$ cat config.mk
export PLATFORM = sky130hd
export DESIGN_NAME = board_controller_flat
export DESIGN_NICKNAME = d
export VERILOG_FILES = /design/src/rtl/connect4_pkg.sv /design/src/rtl/board_controller_if.sv /design/src/rtl/board_controller_col_height.sv /design/src/rtl/board_controller.sv /design/src/flat_wrapper.sv
export SDC_FILE = /design/constraint.sdc
export NUM_CORES = 1
export LEC_CHECK = 0
export ABC_AREA = 0
export CAP_MARGIN = 10
export CORE_MARGIN = 5
export CORE_UTILIZATION = 48
export CTS_CLUSTER_SIZE = 40
export DETAILED_ROUTE_END_ITERATION = 8
export GPL_TIMING_DRIVEN = 0
export HOLD_SLACK_MARGIN = 0.1
export PLACE_DENSITY_LB_ADDON = 0.3
export SLEW_MARGIN = 20
export SYNTH_ARGS = -nofsm -noshare
export SYNTH_HDL_FRONTEND = slang
export SYNTH_SLANG_ARGS = --single-unit
$ cat constraint.sdc
create_clock -name clk -period 1.7 [get_ports clk]
set_input_delay 0.34 -clock clk [delete_from_list [all_inputs] [get_ports clk]]
set_output_delay 0.34 -clock clk [all_outputs]
set_load 0.01 [all_outputs]
$ cat src/rtl/connect4_pkg.sv
// Shared constants for the 4x4 drop-piece board controller.
// Status codes, FSM encodings and board geometry.
package connect4_pkg;

  localparam int ROWS = 4;
  localparam int COLS = 4;

  localparam logic [1:0] GS_PLAYING = 2'b00;
  localparam logic [1:0] GS_P1_WIN  = 2'b01;
  localparam logic [1:0] GS_P2_WIN  = 2'b10;
  localparam logic [1:0] GS_TIE     = 2'b11;

  localparam logic [1:0] S_WAIT_MOVE = 2'd0;
  localparam logic [1:0] S_PLACE     = 2'd1;
  localparam logic [1:0] S_CHECK     = 2'd2;
  localparam logic [1:0] S_GAME_OVER = 2'd3;

endpackage

$ cat src/rtl/board_controller_if.sv
// Move request handshake between a player source and the controller.
// The master side drives the move; the slave side accepts or rejects it.
interface board_controller_if;

  logic       move_valid;
  logic [1:0] move_col;
  logic       move_ready;
  logic       move_reject;

  modport master (
    output move_valid,
    output move_col,
    input  move_ready,
    input  move_reject
  );

  modport slave (
    input  move_valid,
    input  move_col,
    output move_ready,
    output move_reject
  );

endinterface

$ cat src/rtl/board_controller_col_height.sv
// Per-column fill counter, saturating at ROWS.
// Clear wins over increment.
module col_height
  import connect4_pkg::*;
(
  input  logic       clk,
  input  logic       reset,
  input  logic       inc,
  input  logic       clr,
  output logic [2:0] height,
  output logic       full
);

  assign full = (height >= 3'(ROWS));

  always_ff @(posedge clk or negedge reset) begin
    if (!reset) begin
      height <= 3'd0;
    end else if (clr) begin
      height <= 3'd0;
    end else if (inc && !full) begin
      height <= height + 3'd1;
    end
  end

endmodule

$ cat src/rtl/board_controller.sv
// Turn sequencing and board state for a 4x4 drop-piece game.
// Places one piece per accepted move, then waits for the detector.
module board_controller
  import connect4_pkg::*;
#(
  parameter int CHECK_WAIT = 2
) (
  input  logic        clk,
  input  logic        reset,
  input  logic        new_game,
  input  logic [1:0]  game_status,
  board_controller_if.slave mv,
  output logic        current_player,
  output logic [15:0] game_board,
  output logic [15:0] player_cells,
  output logic        game_over
);

  logic [1:0]      state;
  logic [1:0]      state_nx;
  logic [1:0]      col_q;
  logic [2:0]      cnt;
  logic            ready_q;
  logic            reject_q;
  logic [2:0]      h [COLS];
  logic [COLS-1:0] full;
  logic [COLS-1:0] inc;
  logic [2:0]      h_sel;
  logic [4:0]      pos;
  logic [15:0]     bit_m;
  logic            accept;
  logic            rej;
  logic            check_done;
  logic            end_game;

  for (genvar c = 0; c < COLS; c++) begin : g_col
    col_height u_height (
      .clk    (clk),
      .reset  (reset),
      .inc    (inc[c]),
      .clr    (new_game),
      .height (h[c]),
      .full   (full[c])
    );
  end

  assign mv.move_ready  = ready_q;
  assign mv.move_reject = reject_q;

  always_comb begin
    accept     = (state == S_WAIT_MOVE) && mv.move_valid
               && !full[mv.move_col];
    rej        = (state == S_WAIT_MOVE) && mv.move_valid
               && full[mv.move_col];
    check_done = (state == S_CHECK)
               && (cnt == 3'(CHECK_WAIT - 1));
    // A full board ends the game even if the detector says playing
    end_game   = (game_status != GS_PLAYING) || (&game_board);
    h_sel      = h[col_q];
    pos        = {h_sel, 2'b00} + {3'b000, col_q};
    bit_m      = 16'h0001 << pos;
    inc        = '0;
    if (state == S_PLACE && !new_game) begin
      inc = 4'b0001 << col_q;
    end
  end

  always_comb begin
    state_nx = state;
    case (state)
      S_WAIT_MOVE: if (accept) state_nx = S_PLACE;
      S_PLACE:     state_nx = S_CHECK;
      S_CHECK: begin
        if (check_done) begin
          state_nx = end_game ? S_GAME_OVER : S_WAIT_MOVE;
        end
      end
      default:     state_nx = state;
    endcase
    if (new_game) state_nx = S_WAIT_MOVE;
  end

  always_ff @(posedge clk or negedge reset) begin
    if (!reset) begin
      state          <= S_WAIT_MOVE;
      col_q          <= 2'd0;
      cnt            <= 3'd0;
      ready_q        <= 1'b0;
      reject_q       <= 1'b0;
      current_player <= 1'b0;
      game_board     <= 16'h0000;
      player_cells   <= 16'h0000;
      game_over      <= 1'b0;
    end else begin
      state     <= state_nx;
      ready_q   <= (state_nx == S_WAIT_MOVE);
      game_over <= (state_nx == S_GAME_OVER);
      reject_q  <= rej && !new_game;
      if (new_game) begin
        cnt            <= 3'd0;
        current_player <= 1'b0;
        game_board     <= 16'h0000;
        player_cells   <= 16'h0000;
      end else begin
        case (state)
          S_WAIT_MOVE: if (accept) col_q <= mv.move_col;
          S_PLACE: begin
            game_board <= game_board | bit_m;
            player_cells <= current_player
                          ? (player_cells | bit_m)
                          : (player_cells & ~bit_m);
            cnt <= 3'd0;
          end
          S_CHECK: begin
            if (check_done) begin
              cnt <= 3'd0;
              if (!end_game) current_player <= ~current_player;
            end else begin
              cnt <= cnt + 3'd1;
            end
          end
          default: cnt <= 3'd0;
        endcase
      end
    end
  end

endmodule
$ cat src/flat_wrapper.sv
// flat-port wrapper written by rule: the top's interface ports become plain ports
module board_controller_flat import connect4_pkg::*;
#(
  parameter int CHECK_WAIT = 2
)
  (clk, reset, new_game, game_status, current_player, game_board, player_cells, game_over, mv_move_valid, mv_move_col, mv_move_ready, mv_move_reject);
  board_controller_if mv_i ();
  input  logic clk;
  input  logic reset;
  input  logic new_game;
  input  logic [1:0] game_status;
  output logic current_player;
  output logic [15:0] game_board;
  output logic [15:0] player_cells;
  output logic game_over;
  input wire logic [$bits(mv_i.move_valid)-1:0] mv_move_valid;
  input wire logic [$bits(mv_i.move_col)-1:0] mv_move_col;
  output wire logic [$bits(mv_i.move_ready)-1:0] mv_move_ready;
  output wire logic [$bits(mv_i.move_reject)-1:0] mv_move_reject;
  assign mv_i.move_valid = mv_move_valid;
  assign mv_i.move_col = mv_move_col;
  assign mv_move_ready = mv_i.move_ready;
  assign mv_move_reject = mv_i.move_reject;
  board_controller #(.CHECK_WAIT(CHECK_WAIT)) u_core (.clk(clk), .reset(reset), .new_game(new_game), .game_status(game_status), .mv(mv_i), .current_player(current_player), .game_board(game_board), .player_cells(player_cells), .game_over(game_over));
endmodule
==> impl_table.tex <==
\begin{tabular}{lr}
\hline
Metric & Value \\
\hline
\multicolumn{2}{l}{\textbf{GRT}} \\
Global-route wire length before repair & 10210 µm \\
Number of global-route vias before repair & 2090 \\
Total global-route track usage & 17.58\% \\
Largest net degree at the start of global routing & 56 \\
Overflow left after global routing & 0 \\
Initial antenna violation count & 0 \\
\multicolumn{2}{l}{\textbf{STA}} \\
Final setup slack of the worst path & -0.005938 ns \\
Final Cycle Share & 100.3\% \\
Worst Clk Skew & 0.006851 ns \\
Highest clock frequency the design can meet & 586.2 MHz \\
Final hold violation count & 0 \\
Total negative slack for setup checks & -0.01026 ns \\
Worst relative slew slack & 53.86\% \\
Slew @ Worst Pin & 0.6922 ns \\
Final Setup Violations & 2 \\
Setup repair after global routing missed its margin & yes \\
Final max-slew violation count & 0 \\
Minimum clock period after layout & 1.706 ns \\
\multicolumn{2}{l}{\textbf{Floorplanning}} \\
Vertical extent of the die & 84.39 µm \\
Total I/O pin count & 44 \\
Area of the die & 7122 µm² \\
DIE WIDTH & 84.39 µm \\
Cell row count & 27 \\
Starting density of the core & 48.84\% \\
Core ar. & 5439 µm² \\
\multicolumn{2}{l}{\textbf{Clock tree}} \\
H-tree level count & 2 \\
Worst-skew pair later-pin latency & 0.31 ns \\
Number of CTS-inserted buffers & 5 \\
CTS max path bufs & 2 \\
CTS Root Cell & sky130\_fd\_sc\_hd\_\_clkbuf\_8 \\
CTS tree & built \\
TritonCTS sink count & 55 \\
Register clock-pin slew on the reported worst setup and hold paths & 0.09 ns \\
\multicolumn{2}{l}{\textbf{Detailed routing}} \\
Overall via count from detail\_route & 2065 \\
Total wire length after detailed routing & 5933 µm \\
Per-cell routed wire length & 15.57 µm \\
Number of routed nets with antenna violations & 0 \\
Drt first-iter violations & 72 \\
Number of iterations in the first detailed-routing pass & 4 \\
Final routed DRC violation total & 0 \\
Via count normalized by instance count & 5.420 \\
\multicolumn{2}{l}{\textbf{Outcome}} \\
Result of the run & finished, violations left \\
Failing checks & negative setup slack \\
\multicolumn{2}{l}{\textbf{Logic synthesis}} \\
Nets in the synthesized netlist & 271 \\
Sequential-to-total area share from yosys stat & 51.81\% \\
Yosys synthesis warning count & 0 \\
EDFF count, synth & 0 \\
Post-synth top area cell & sky130\_fd\_sc\_hd\_\_dfrtp\_1 \\
Yosys reg bits & 55 \\
Share of synthesized flip-flops with an asynchronous set or reset & 100.0\% \\
Number of standard cells after synthesis & 253 \\
Commonest register cell after synthesis & sky130\_fd\_sc\_hd\_\_dfrtp\_1 \\
Distinct cell type count after synthesis & 36 \\
Synthesized area per cell & 10.50 µm² \\
Combined area of all synthesized cells & 2656 µm² \\
Most area-consuming cells after synthesis & sky130\_fd\_sc\_hd\_\_dfrtp\_1 52\%, sky130\_fd\_sc\_hd\_\_mux2i\_1 8.3\%, sky130\_fd\_sc\_hd\_\_nand2b\_1 4.9\% \\
Area share of the leading cell type in the synthesized netlist & 51.81\% \\
\multicolumn{2}{l}{\textbf{Worst setup path}} \\
End of the worst register-to-register path & u\_core.col\_q[0]\$\_DFFE\_PN0P\_ \\
Arrival time reported for the critical path endpoint & 1.90 ns \\
Worst Path Max Fanout & 4 \\
Required @ worst endpoint & 1.89 ns \\
Length in cells of the worst reg-to-reg path & 3 \\
Critical register-to-register path startpoint & u\_core.g\_col[3].u\_height.height[2]\$\_DFFE\_PN0P\_ \\
Worst Path Class, Setup & register to register \\
Critical path launch point type & register \\
CP endpoint kind & register \\
Worst setup slack for register-to-register paths & -0.006 ns \\
\multicolumn{2}{l}{\textbf{Layout}} \\
Final core area utilization & 61.95\% \\
N\_diodes & 0 \\
Most common cell after layout, fill and taps aside & sky130\_fd\_sc\_hd\_\_dfrtp\_1 \\
Share of post-route cells with drive strength above 1 & 10.68\% \\
Filler cell count & 459 \\
Count of nets after finishing & 327 \\
Multi-input combinational cell area & 1181 µm² \\
Area added between synthesis and finish & 26.85\% \\
Commonest non-fill, non-tap cells in the layout & 53 x sky130\_fd\_sc\_hd\_\_dfrtp\_1, 40 x sky130\_fd\_sc\_hd\_\_clkdlybuf4s50\_1, 23 x sky130\_fd\_sc\_hd\_\_inv\_1, 23 x sky130\_fd\_sc\_hd\_\_nor2\_1, 22 x sky130\_fd\_sc\_hd\_\_mux2i\_1 \\
Area taken by flip-flops and latches & 1379 µm² \\
\multicolumn{2}{l}{\textbf{Place}} \\
Routability congestion estimate & 0.8787 \\
Count of buffers from port buffering & 42 \\
Post-detail-place hpwl & 4347 µm \\
\multicolumn{2}{l}{\textbf{Power and ir drop}} \\
Power Dens Cells & 797.0 nW/µm² \\
VDD IR-drop max & 0.0004012 V \\
Leakage power figure & 1.498 nW \\
\multicolumn{2}{l}{\textbf{Flow run}} \\
Number of max-cap violations & 0 \\
\multicolumn{2}{l}{\textbf{Worst hold path}} \\
Class of the tightest hold or removal check & input pin to register \\
Start point of the worst min-delay path & mv\_move\_col[0] \\
Hold worst-path end & u\_core.col\_q[0]\$\_DFFE\_PN0P\_ \\
Cells on Worst Hold Path & 2 \\
\hline
\end{tabular}
[cell usage after synthesis, drive strengths merged, types with 2 or more instances]
| cell type | number |
|---|---|
| dfrtp | 55 |
| inv | 24 |
| nor2 | 23 |
| mux2i | 22 |
| nand2b | 21 |
| a21oi | 18 |
| nor3 | 11 |
| ha | 10 |
| nand4 | 9 |
| nand3 | 8 |
| clkbuf | 6 |
| buf | 5 |
| nor2b | 5 |
| a31oi | 4 |
| xnor2 | 4 |
| and4 | 3 |
| nand2 | 3 |
| and3 | 2 |
| mux2 | 2 |
| mux4 | 2 |
| nor4 | 2 |
| o21ai | 2 |
| o21ba | 2 |
[repair_timing]
| item | in CTS | in global routing |
|---|---|---|
| resized for setup | 4 | 13 |
| buffers inserted | 2 | 4 |
| pin swaps | 1 | 2 |
| endpoints found under the hold margin | 45 | 0 |
| hold buffers | 1 | 0 |
| setup endpoints to repair | 15 | 32 |
[critical path, cell delays in order (launching register included)]
cell,delay [ns]
sky130_fd_sc_hd__dfrtp_1,0.42
sky130_fd_sc_hd__mux4_2,0.51
sky130_fd_sc_hd__and4bb_2,0.37
sky130_fd_sc_hd__mux2_4,0.31
[metrics by stage]
step | worst slack [ns] | std cells | hold WS (ns) | instance area (µm²) | power (mW)
global placement | -1.335 | 367 | 0.5196 | 3167 | 1.823
finish | -0.005938 | 381 | 0.4678 | 3369 | 2.685
floorplan | 0.08652 | 253 | 0.04441 | 2656 | 1.686
detailed placement | -0.4972 | 367 | 0.4242 | 3164 | 1.836
global route | -0.08362 | 381 | 0.4846 | 3369 | 2.814
CTS | -0.003280 | 377 | 0.4657 | 3302 | 2.668
[layout make-up]
| class | count | area share [%] |
|---|---|---|
| plain buffers | 11 | 1.448 |
| well taps | 72 | 2.674 |
| flip-flops and latches | 55 | 40.92 |
| repair buffers | 49 | 14.11 |
| multi-input cells | 163 | 35.05 |
| clock buffers | 6 | 2.154 |
| inverters | 24 | 2.748 |
| clock inverters | 1 | 0.8912 |
[layer usage]
metal / up-vias / part of all wire [%] / GRT usage (%)
met5: - / 0 / 0
met4: 0 / 1.8 / 5.612
met3: 11 / 4.3 / 3.631
met2: 41 / 48 / 29.05
met1: 1039 / 46 / 23.30
li1: 974 / - / -
[state kept, by name, summed over array words and instances (netlist names)]
name / count
u_core.game_board: 16
u_core.player_cells: 16
u_core.g_col.u_height.height: 12
u_core.cnt: 3
u_core.col_q: 2
u_core.state: 2
u_core.current_player: 1
u_core.game_over: 1
u_core.mv.move_ready: 1
u_core.mv.move_reject: 1
[kinds of logic after synthesis]
group           count (synthesis)  share of synthesized area [%]
simple gates                   92                          19.31
flops                          55                          51.81
buf+inv                        35                          5.087
compound gates                 31                          6.925
mux                            26                          10.83
fa+ha+maj                      10                          4.710
xor+xnor                        4                          1.319
[power breakdown]
part	internal, mW	total, mW	leakage (nW)	switching (mW)
clock network	0.432	0.839	0.0513	0.407
logic	0.188	0.442	0.692	0.254
registers	1.35	1.40	0.755	0.0516
[how the worst max path moves through the flow]
stage / from / end / slack, ns / depth (start not counted)
3_3_place_gp: reset / u_core.g_col[3].u_height.height[0]$_DFFE_PN0P_ / -1.34 / 1
2_1_floorplan: u_core.g_col[3].u_height.height[2]$_DFFE_PN0P_ / u_core.col_q[0]$_DFFE_PN0P_ / 0.09 / 3
6_report: u_core.g_col[3].u_height.height[2]$_DFFE_PN0P_ / u_core.col_q[0]$_DFFE_PN0P_ / -0.006 / 3
4_1_cts: u_core.g_col[0].u_height.height[2]$_DFFE_PN0P_ / u_core.col_q[0]$_DFFE_PN0P_ / -0.003 / 3
5_1_grt: u_core.g_col[3].u_height.height[2]$_DFFE_PN0P_ / u_core.game_over$_DFF_PN0_ / -0.08 / 4
3_5_place_dp: mv_move_col[0] / u_core.col_q[0]$_DFFE_PN0P_ / -0.50 / 4
No activity file was read; power rests on OpenSTA's default activity.
